File: src/rtl/traffic_phase_controller.sv
// Timed two-road phase sequencer: per-phase dwell timers paced by tick, all-red
// clearance, pedestrian-shortened green and emergency preemption hold.
module traffic_phase_controller #(
    parameter int CNT_W     = 8,
    parameter int MIN_GREEN = 3
) (
    input  logic             clk,
    input  logic             rst,
    input  logic             tick,
    input  logic [CNT_W-1:0] green_len_ns,
    input  logic [CNT_W-1:0] green_len_ew,
    input  logic [CNT_W-1:0] yellow_len,
    input  logic [CNT_W-1:0] allred_len,
    input  logic             ped_req,
    input  logic             emerg,
    output logic [1:0]       ns_light,
    output logic [1:0]       ew_light,
    output logic             ped_walk,
    output logic             emerg_active,
    output logic [2:0]       phase
);

    localparam logic [2:0] NS_G  = 3'd0;
    localparam logic [2:0] NS_Y  = 3'd1;
    localparam logic [2:0] AR_A  = 3'd2;
    localparam logic [2:0] EW_G  = 3'd3;
    localparam logic [2:0] EW_Y  = 3'd4;
    localparam logic [2:0] AR_B  = 3'd5;
    localparam logic [2:0] EMERG = 3'd6;

    localparam logic [CNT_W-1:0] ZERO   = {CNT_W{1'b0}};
    localparam logic [CNT_W-1:0] ONE    = {{(CNT_W-1){1'b0}}, 1'b1};
    localparam logic [CNT_W-1:0] MIN_LD = CNT_W'(MIN_GREEN - 1);

    logic [2:0]       state_r, state_s;
    logic [CNT_W-1:0] timer_r, timer_s;
    logic             ped_pending_r, ped_pending_s;
    logic             ped_walk_r, ped_walk_s;
    logic             expire_s;
    logic             enter_ar_s;
    logic             leave_ar_s;

    // Timer reload value: a phase spans max(len,1) ticks, so load len-1 with 0 clamped.
    function automatic logic [CNT_W-1:0] load_len(input logic [CNT_W-1:0] len);
        if (len == ZERO) begin
            load_len = ZERO;
        end else begin
            load_len = len - ONE;
        end
    endfunction

    // State, dwell timer and pedestrian registers.
    always_ff @(posedge clk or posedge rst) begin
        if (rst) begin
            state_r       <= AR_B;
            timer_r       <= ZERO;
            ped_pending_r <= 1'b0;
            ped_walk_r    <= 1'b0;
        end else begin
            state_r       <= state_s;
            timer_r       <= timer_s;
            ped_pending_r <= ped_pending_s;
            ped_walk_r    <= ped_walk_s;
        end
    end

    // Next-state, timer reload/decrement and pedestrian latch logic.
    always_comb begin
        state_s  = state_r;
        timer_s  = timer_r;
        expire_s = tick && (timer_r == ZERO);
        case (state_r)
            NS_G: begin
                // Emergency cut outranks expiry; both land in yellow with the same reload.
                if (emerg || expire_s) begin
                    state_s = NS_Y;
                    timer_s = load_len(yellow_len);
                end else if (ped_pending_r && (timer_r > MIN_LD)) begin
                    timer_s = MIN_LD;
                end else if (tick) begin
                    timer_s = timer_r - ONE;
                end else begin
                    timer_s = timer_r;
                end
            end
            NS_Y: begin
                if (expire_s) begin
                    state_s = AR_A;
                    timer_s = load_len(allred_len);
                end else if (tick) begin
                    timer_s = timer_r - ONE;
                end else begin
                    timer_s = timer_r;
                end
            end
            AR_A: begin
                if (expire_s && emerg) begin
                    state_s = EMERG;
                    timer_s = ZERO;
                end else if (expire_s) begin
                    state_s = EW_G;
                    timer_s = load_len(green_len_ew);
                end else if (tick) begin
                    timer_s = timer_r - ONE;
                end else begin
                    timer_s = timer_r;
                end
            end
            EW_G: begin
                if (emerg || expire_s) begin
                    state_s = EW_Y;
                    timer_s = load_len(yellow_len);
                end else if (ped_pending_r && (timer_r > MIN_LD)) begin
                    timer_s = MIN_LD;
                end else if (tick) begin
                    timer_s = timer_r - ONE;
                end else begin
                    timer_s = timer_r;
                end
            end
            EW_Y: begin
                if (expire_s) begin
                    state_s = AR_B;
                    timer_s = load_len(allred_len);
                end else if (tick) begin
                    timer_s = timer_r - ONE;
                end else begin
                    timer_s = timer_r;
                end
            end
            AR_B: begin
                if (expire_s && emerg) begin
                    state_s = EMERG;
                    timer_s = ZERO;
                end else if (expire_s) begin
                    state_s = NS_G;
                    timer_s = load_len(green_len_ns);
                end else if (tick) begin
                    timer_s = timer_r - ONE;
                end else begin
                    timer_s = timer_r;
                end
            end
            EMERG: begin
                if (!emerg) begin
                    state_s = NS_G;
                    timer_s = load_len(green_len_ns);
                end else begin
                    state_s = EMERG;
                    timer_s = timer_r;
                end
            end
            default: begin
                state_s = AR_B;
                timer_s = ZERO;
            end
        endcase

        enter_ar_s = ((state_s == AR_A) || (state_s == AR_B)) && (state_s != state_r);
        leave_ar_s = ((state_r == AR_A) || (state_r == AR_B)) && (state_s != state_r);
        // Walk is granted for the whole clearance interval; pending survives EMERG.
        if (enter_ar_s) begin
            ped_walk_s    = ped_pending_r | ped_req;
            ped_pending_s = 1'b0;
        end else if (leave_ar_s) begin
            ped_walk_s    = 1'b0;
            ped_pending_s = ped_pending_r | ped_req;
        end else begin
            ped_walk_s    = ped_walk_r;
            ped_pending_s = ped_pending_r | ped_req;
        end
    end

    // Lamp and status decode of the registered state.
    always_comb begin
        ns_light     = 2'b00;
        ew_light     = 2'b00;
        ped_walk     = ped_walk_r;
        emerg_active = (state_r == EMERG);
        phase        = state_r;
        case (state_r)
            NS_G: begin
                ns_light = 2'b10;
                ew_light = 2'b00;
            end
            NS_Y: begin
                ns_light = 2'b01;
                ew_light = 2'b00;
            end
            EW_G: begin
                ns_light = 2'b00;
                ew_light = 2'b10;
            end
            EW_Y: begin
                ns_light = 2'b00;
                ew_light = 2'b01;
            end
            default: begin
                ns_light = 2'b00;
                ew_light = 2'b00;
            end
        endcase
    end

endmodule

File: config.mk
export PLATFORM = sky130hd
export DESIGN_NAME = traffic_phase_controller
export DESIGN_NICKNAME = d
export VERILOG_FILES = /design/src/rtl/traffic_phase_controller.sv
export SDC_FILE = /design/constraint.sdc
export NUM_CORES = 1
export LEC_CHECK = 0
export BUFFER_PORTS_ARGS = -buffer_cell sky130_fd_sc_hd__buf_2
export CORE_MARGIN = 2
export CORE_UTILIZATION = 50
export CTS_BUF_LIST = sky130_fd_sc_hd__clkbuf_8
export DETAILED_ROUTE_END_ITERATION = 7
export PLACE_DENSITY = 0.77
export SYNTH_ARGS = -nofsm -noshare
export SYNTH_HDL_FRONTEND = slang
export SYNTH_SLANG_ARGS = --single-unit
File: constraint.sdc
create_clock -name clk -period 2.6 [get_ports clk]
set_clock_uncertainty 0.2 [all_clocks]
set_input_delay 0 -clock clk [delete_from_list [all_inputs] [get_ports clk]]
set_output_delay 0 -clock clk [all_outputs]
set_load 0.005 [all_outputs]
## Word-level counts from Yosys, hierarchy flattened

Cells that the tools add are included.

| storage, ports and cells | value |
|---|---|
| memories kept | 0 |
| latch bits | 0 |
| bits in read-only memories | 0 |
| input port bits | 37 |
| bits in writable memories | 0 |
| register bits after elaboration | 13 |
| output and inout port bits | 9 |

| cells by class | value |
|---|---|
| div/mod/pow operators | 0 |
| equality and inequality tests | 10 |
| shift operators | 0 |
| bitwise operators | 1 |
| mux-type cells | 29 |
| order comparisons | 1 |
| multiply operators | 0 |
| add/subtract/negate cells | 5 |
| reductions and logical operators | 17 |

Operator list:

| operator | count |
|---|---|
| two-way mux 8 bit | 13 |
| zero test 8 bit | 5 |
| one-hot mux 8 bit (5 select lines) | 1 |
| subtractor 8 x 1 -> 8 bit (second input constant) | 5 |
| two-way mux 3 bit | 9 |
| one-hot mux 3 bit (7 select lines) | 1 |
| == test 3 bit (second input constant) | 4 |
| == test 3 x 2 -> 1 bit (second input constant) | 3 |
| > comparator 8 x 2 -> 1 bit (second input constant) | 1 |
| one-hot mux 2 bit (2 select lines) | 2 |
| logical AND 1 bit | 5 |
| OR reduction 2 bit | 2 |
| == test 3 x 1 -> 1 bit (second input constant) | 1 |
| zero test 3 bit | 1 |
| logical OR 1 bit | 3 |
| two-way mux 1 bit | 3 |
| inequality test 3 bit | 1 |
| inequality test 2 bit (second input constant) | 1 |
| nonzero test 2 bit | 1 |
| bitwise OR 1 bit | 1 |

## Longest topological paths before layout

Gate-level depths: netlist of the first run.

| logic depth | value |
|---|---|
| depth in word-level cells | 9 |
| gate-level depth with buffers | 9 |
| gate-level depth less buffers | 7 |

## Worst setup path before layout of the first run

Ideal clock, no wire load.

| path | value |
|---|---|
| kind | register -> register |
| from | reg timer_r[0] |
| to | reg timer_r[4] |
| clock period less this slack | 2.531 ns |
| arrival time | 2.205 ns |
| path slack | 0.069 ns |
| cell stages (with the launch flop) | 9 |
| path through | dfrtp_1 > inv_1 > ha_1 > nor4bb_1 > buf_2 > a22oi_1 > a31o_1 > or4_1 > a221o_1 |

| on the way | value |
|---|---|
| longest elaborated chain between the ends | 5 |
| elaborated cells between the ends (all ways) | 16 |
| those cells by class | 1 x add/sub; 1 x order compare; 9 x mux; 5 x reduce/logical |

RTL lines:

| what | line | source |
|---|---|---|
| start: declaration | 36 | `logic [CNT_W-1:0] timer_r, timer_s;` |
| start signal: assignment | 61 | `timer_r <= timer_s;` |
| subtractor 8 x 1 -> 8 bit, or another cell as far along | -- |  |
| two-way mux 8 bit, or another cell as far along | -- |  |
| two-way mux 8 bit, or another cell as far along | 135 | `end else if (expire_s) begin` |
| two-way mux 8 bit (on tied branches) | 132, 110, 97 |  |
| one-hot mux 8 bit (5 select lines) * | 72 | `case (state_r)` |

Mark *: on every way between the ends. The rest lies on a longest branch, timed or not.
A chain may end at the register's enable or synchronous reset.

## Final worst setup path of the first run

| path | value |
|---|---|
| from | reg timer_r[0] |
| to | reg timer_r[7] |

Same word-level chain as after synthesis.

==> qor.csv, run 1 <==
metric,value,unit
run status,completed,
async set-or-reset flop fraction in the synthesized netlist,1.000,
met3 Use GR,0.02471,
Syn Nets,334,
reg2reg setup slack,0.07,ns
measured slew at the worst slew-check pin,0.5747,ns
dominant cell type by area after synthesis,dfrtp_1,
Critical Path AT,2.45,ns
Area contributors post-synth,"dfrtp_1, a21oi_1, ha_1, o21ai_0, xnor2_1",
1st-pass router iterations,5,
Final Max Tran Viols,0,
Ys Warns,0,
CP bufs+invs,2,
CP Max Fanout,6,
global route overflow,0,
Synth top area share,0.1277,
Worst Path Required,2.52,ns
Peak Freq,395.7,MHz
Pleak,1.096,nW
crit path from,timer_r[0],
# clock sinks,13,
vias after detailed routing,2564,
vias in the first global route,2328,
worst r2r path cells,7,
crit-path max cell delay,0.60,ns
fin nets,393,
Synth-to-Final Area Change,22.98,%
post-synth cell types,69,
critical path depth in cells,7,
RSZ-0062 raised after global routing,no,
period utilisation layout,0.9719,
row count,23,
DP HPWL,5.218,mm
routability cong.,0.9869,
number of fill cells,373,
Core Footprint,0.004086,mm2
crit path time final,2.527,ns
register area share after synthesis,0.1521,
diode count,0,
final setup violating endpoints,0,
CP cell instances,buf_4 > buf_4 > or4b_1 > o31a_1 > o2111a_1 > o31ai_1 > o211ai_1,
"FF+latch count, synth",13,
M2 GR Usage,0.4530,
r2r startpoint,timer_r[0],
ys flop type,dfrtp_1,
register area,327.8,um2
slew margin rel.,0.6115,
I/O Buffers,45,
"buffers from clock root to sink, at most",2,
peak supply drop,0.3595,mV
Skew-Pair Late Insertion Delay,0.25,ns
Post-synth EDFFs,0,
Inserted Clock Buffers,3,
Critical Path End Type,flop,
Worst Setup EP,timer_r[7],
CP max-delay cell,or4b_1,
cell mode on critical path,buf_4,
multi-input logic area,0.001720,mm2
Final Cell Area,0.002651,mm2
Die X,69.67,um
"CP delay by family, top",compound AO/OA/AOI/OAI gates,
vias per cell,6.442,
Synth Area per Inst,7.434,um2
DP Area,0.002527,mm2
GRT Total Usage,0.2743,
Reg2Reg Capture Point,timer_r[7],
initial antenna violation count,0,
largest net degree at the start of global routing,16,
proportion of layout cells with a drive suffix above 1,0.2759,
crit start category,flop,
initial DRC count,253,
final wirelength,6.616,mm
antenna-violating nets left,0,
io pins,46,
CTS H-tree lvls,1,
global-route wire length before repair,10.85,mm
Die Y-Extent,69.67,um
PwrDens,880.8,mW/mm2
maxcap violations,0,
critical path class,flop to flop,
met1 global-route usage,0.3778,
busiest layer in global routing,met2,
DRC,0,
Synth Instances,290,
CTS tree,yes,
Routed wire per std cell,16.62,um
die area,0.004853,mm2
Root Buffer,clkbuf_8,
Starting Density,0.5276,
Final Hold Fails,0,
hold crit path type,input port to flop,
Setup TNS,0,ns
Netlist Area Pre-Place,0.002156,mm2
clk slew on worst S/H paths,0.06,ns
synth_stat cells (2+ instances only):
cell       count
or3_1          9
or4b_1         3
a211o_1        3
nand2b_1       5
a31o_2         2
o31ai_1        9
dfrtp_1       11
a221oi_1       4
xor2_1         5
clkbuf_1      13
a21oi_1       21
a221o_1        3
or3b_2         2
o211ai_1       2
nand2_1       18
nor2_1        17
o41ai_1        3
nand3_1        4
o21a_1         2
inv_1         18
nor4b_1        3
a21o_1         3
o21ai_0       17
a211oi_1       5
buf_2          2
and3_1         3
nor3_1         8
or4b_2         2
a31oi_1        9
nor2b_1        4
nor3b_1        4
and4b_1        2
nand3b_1       3
o22ai_1        3
ha_1           7
nor4_1         5
dfstp_2        2
a2111oi_0      4
or2_2          3
or4_1          9
and2_1         2
xnor2_1        9
how the worst min path moves through the flow:
stage / from / end / slack (ns) / depth (start not counted)
floorplan: rst / ped_pending_r / -0.32 / 1
global placement: rst / ped_walk / -0.15 / 2
detailed placement: rst / ped_walk / -0.14 / 2
CTS: tick / timer_r[0] / 0.02 / 4
global route: tick / timer_r[0] / 0.06 / 4
finish: tick / timer_r[0] / 0.04 / 4
worst reg2reg max path, delay by kind of cell (launching register included):
kind,cells,cell delay [ns]
compound gates,4,0.94
buf+inv,2,0.27
flops,1,0.39
simple gates,1,0.60
state kept, by name, summed over array words and instances, names as in the netlist:
signal	count
ped_walk	1
timer_r	8
phase	3
ped_pending_r	1
layout make-up:
| cell class | count | area share |
|---|---|---|
| Sequential cell | 13 | 0.1236 |
| Inverter | 18 | 0.02548 |
| Multi-Input combinational cell | 242 | 0.6489 |
| Clock buffer | 3 | 0.01557 |
| Clock inverter | 1 | 0.001416 |
| Timing Repair Buffer | 71 | 0.1614 |
| Tap cell | 50 | 0.02360 |
timing repair:
action	4_1_cts	5_1_grt
buffers inserted	1	1
pin swaps	1	1
endpoints found under the hold margin	17	0
hold buffers	3	0
gates resized for setup	4	3
setup endpoints to repair	1	3
per-stage QoR:
stage | hold WS (ns) | worst slack [ns] | total power [mW] | util | instances
after global placement | -0.1550 | 0.05329 | 1.994 | 0.6185 | 389
final | 0.03993 | 0.07296 | 2.335 | 0.6488 | 398
after floorplan | -0.3245 | 0.06869 | 1.487 | - | 290
after CTS | 0.02208 | 0.02202 | 2.266 | 0.6454 | 397
after detailed placement | -0.1387 | -0.1168 | 2.020 | 0.6185 | 389
after global routing | 0.05989 | 0.01670 | 2.496 | 0.6488 | 398
placed cells by master, fill, tap and decap left out, types with 3 or more instances in the layout:
master | Yosys | layout
nand2b_1 | 5 | 5
and3_1 | 3 | 3
or4_1 | 9 | 9
buf_4 | 0 | 23
inv_1 | 18 | 17
nor4_1 | 5 | 5
or2_2 | 3 | 3
o22ai_1 | 3 | 3
nand3_1 | 4 | 4
or4b_1 | 3 | 3
o21ai_0 | 17 | 17
o41ai_1 | 3 | 3
dlygate4sd3_1 | 0 | 3
nand3b_1 | 3 | 3
a31oi_1 | 9 | 9
nor2_1 | 17 | 17
a221oi_1 | 4 | 4
xor2_1 | 5 | 5
nor3b_1 | 4 | 4
xnor2_1 | 9 | 9
ha_1 | 7 | 6
or3_1 | 9 | 9
a2111oi_0 | 4 | 4
a211oi_1 | 5 | 5
dfrtp_1 | 11 | 11
nand2_1 | 18 | 18
nor2b_1 | 4 | 4
clkbuf_8 | 0 | 3
o31ai_1 | 9 | 9
buf_2 | 2 | 45
nor3_1 | 8 | 8
a21oi_1 | 21 | 21
a211o_1 | 3 | 3
a221o_1 | 3 | 3
a21o_1 | 3 | 3
cell families after synthesis:
| kind of cell | after synthesis | share of synthesized area |
|---|---|---|
| DFF | 13 | 0.1521 |
| AOI/OAI and AO/OA | 106 | 0.3523 |
| adders and majority gates | 7 | 0.04062 |
| and+or+nand+nor | 115 | 0.3326 |
| buffers and inverters | 35 | 0.06558 |
| xor gates and xnor gates | 14 | 0.05688 |
metal layers:
layer  share of wire  vias to the layer above
met5               0                        -
met4           0.022                        0
met3           0.071                       14
met2            0.48                      113
met1            0.43                     1182
li1                -                     1255
where the power goes:
part / internal (mW) / switching (mW)
Combinational: 0.794 / 0.872
Sequential: 0.309 / 0.173
Clock: 0.105 / 0.0823
No activity file was read; power rests on OpenSTA's default activity.
==> run 2: changes to the inputs <==
--- a/config.mk
+++ b/config.mk
@@ -9,8 +9,11 @@
 export CORE_MARGIN = 2
 export CORE_UTILIZATION = 50
 export CTS_BUF_LIST = sky130_fd_sc_hd__clkbuf_8
+export CTS_CLUSTER_DIAMETER = 60
 export DETAILED_ROUTE_END_ITERATION = 7
+export HOLD_SLACK_MARGIN = 0.1
 export PLACE_DENSITY = 0.77
+export SLEW_MARGIN = 20
 export SYNTH_ARGS = -nofsm -noshare
 export SYNTH_HDL_FRONTEND = slang
 export SYNTH_SLANG_ARGS = --single-unit
==> run 2 against run 1 <==
  * Setup slack lost 0.0058 ns
  * Maximum frequency down 0.23%
  * Combinational power about the same
  * Via count grew 0.43%
  * Critical path depth did not move
  * Sequential share of layout area is essentially flat
  * Sequential power about the same
  * Sequential cell count is the same
  * Core utilization rose by 0.24 points
  * Die area stayed put
  * Power increased by 0.14%
==> qor.csv, run 2 (synthesis gave the netlist of run 1 again) <==
metric,value,unit,change
clk slew on worst S/H paths,0.06,ns,about the same
I/O Buffers,45,,unchanged
slack of the critical path,0.06717,ns,was 0.07296 ns
crit path from,timer_r[0],,unchanged
hold crit path type,input port to flop,,unchanged
maxcap violations,0,,unchanged
reg2reg setup slack,0.07,ns,about the same
diode count,0,,unchanged
CTS tree,yes,,unchanged
"buffers from clock root to sink, at most",2,,unchanged
final setup violating endpoints,0,,unchanged
CTS H-tree lvls,1,,unchanged
CP Max Fanout,6,,unchanged
Routed wire per std cell,16.71,um,was 16.62 um
period utilisation layout,0.9742,,was 0.9719
row count,23,,unchanged
DRC,0,,unchanged
Starting Density,0.5276,,unchanged
vias in the first global route,2332,,was 2328
Die X,69.67,um,unchanged
DP HPWL,5.218,mm,unchanged
run status,completed,,unchanged
vias after detailed routing,2575,,was 2564
critical path class,flop to flop,,unchanged
"commonest non-fill, non-tap cell in the layout",buf_2,,unchanged
r2r startpoint,timer_r[0],,unchanged
dpl ws,-0.1168,ns,unchanged
Core Footprint,0.004086,mm2,unchanged
Skew-Pair Late Insertion Delay,0.25,ns,about the same
Peak Freq,394.8,MHz,was 395.7 MHz
final wirelength,6.668,mm,was 6.616 mm
initial DRC count,269,,was 253
PwrDens,878.8,mW/mm2,was 880.8 mW/mm2
startpoint of the worst hold path,yellow_len[0],,was tick
crit start category,flop,,unchanged
Worst Path Required,2.52,ns,about the same
"commonest non-fill, non-tap cells in the layout","buf_2, buf_4, a21oi_1",,unchanged
global route overflow,0,,unchanged
proportion of layout cells with a drive suffix above 1,0.2751,,was 0.2759
max FFs per register,8,,unchanged
GRT Total Usage,0.2746,,was 0.2743
Root Buffer,clkbuf_8,,unchanged
RSZ-0062 raised after global routing,no,,unchanged
fin nets,394,,was 393
initial antenna violation count,0,,unchanged
routability cong.,0.9869,,unchanged
Die Y-Extent,69.67,um,unchanged
antenna-violating nets left,0,,unchanged
peak supply drop,0.3596,mV,was 0.3595 mV
largest net degree at the start of global routing,16,,unchanged
# clock sinks,13,,unchanged
Synth-to-Final Area Change,23.45,%,was 22.98%
1st-pass router iterations,6,,was 5
io pins,46,,unchanged
global-route wire length before repair,10.87,mm,was 10.85 mm
number of fill cells,372,,was 373
most flop-heavy register,timer_r,,unchanged
Critical Path End Type,flop,,unchanged
Pleak,1.100,nW,was 1.096 nW
Final Max Tran Viols,0,,unchanged
Layout Utilization,0.6513,,was 0.6488
die area,0.004853,mm2,unchanged
crit path time final,2.533,ns,was 2.527 ns
Final Hold Fails,0,,unchanged
vias per cell,6.454,,was 6.442
Inserted Clock Buffers,3,,unchanged
Critical Path AT,2.45,ns,about the same
slew margin rel.,0.6077,,was 0.6115
measured slew at the worst slew-check pin,0.5803,ns,was 0.5747 ns
run 2: path summary, 6_finish.rpt:
kind,endpoint,cells past startpoint
hold / removal,timer_r[0],4
min in group asynchronous,timer_r[7],3
hold reg to reg,ped_walk,2
setup reg to reg,timer_r[7],7
max in group asynchronous,phase[2],3
setup / recovery,timer_r[7],7
run 2: final cells by class:
| cell class | instances | area (um2) | share of cell area |
|---|---|---|---|
| well taps | 50 | 62.56 | 0.02351 |
| repair buffers | 72 | 437.9 | 0.1646 |
| multi-input cells | 242 | 1720 | 0.6465 |
| clock buffers | 3 | 41.29 | 0.01551 |
| flip-flops and latches | 13 | 327.8 | 0.1232 |
| inverters | 18 | 67.56 | 0.02539 |
| clock inverters | 1 | 3.754 | 0.001410 |
run 2: critical path: stages (launching register included):
cell and delay [ns]:
dfrtp_1 0.39, buf_4 0.13, buf_4 0.14, or4b_1 0.60, o31a_1 0.31, o2111a_1 0.25
o31ai_1 0.23, o211ai_1 0.14
run 2: routing by layer:
layer,up-vias,share of wire,track usage,routed length [um]
met3,14,0.079,0.02471,524
met2,124,0.48,0.4541,3182
met4,0,0.020,0.08761,131
met5,-,0,0,0
met1,1183,0.42,0.3778,2829
li1,1254,-,-,-
run 2: report_power, final:
part | switching (mW) | leakage, nW | total (mW) | internal, mW
Sequential | 0.170 | 0.154 | 0.479 | 0.309
Clock | 0.0829 | 0.0269 | 0.188 | 0.105
Combinational | 0.877 | 0.919 | 1.67 | 0.795
run 2: timing repair:
| item | 4_1_cts | 5_1_grt |
|---|---|---|
| endpoints found under the hold margin | 19 | 0 |
| hold buffers | 4 | 0 |
| buffers inserted | 1 | 1 |
| pin swaps | 1 | 1 |
| resized for setup | 4 | 3 |
| setup endpoints to repair | 1 | 3 |
run 2: through the flow:
| step | TNS, ns | hold WS [ns] | area, um2 | cells | total power [mW] |
|---|---|---|---|---|---|
| 6_report | 0 | 0.1108 | 2661 | 399 | 2.339 |
| 5_1_grt | 0 | 0.1886 | 2661 | 399 | 2.498 |
| 4_1_cts | 0 | 0.1118 | 2648 | 398 | 2.267 |
| 3_5_place_dp | -0.1168 | -0.1387 | 2527 | 389 | 2.020 |
| 3_3_place_gp | 0 | -0.1550 | 2527 | 389 | 1.994 |
| 2_1_floorplan | 0 | -0.3245 | 2156 | 290 | 1.487 |
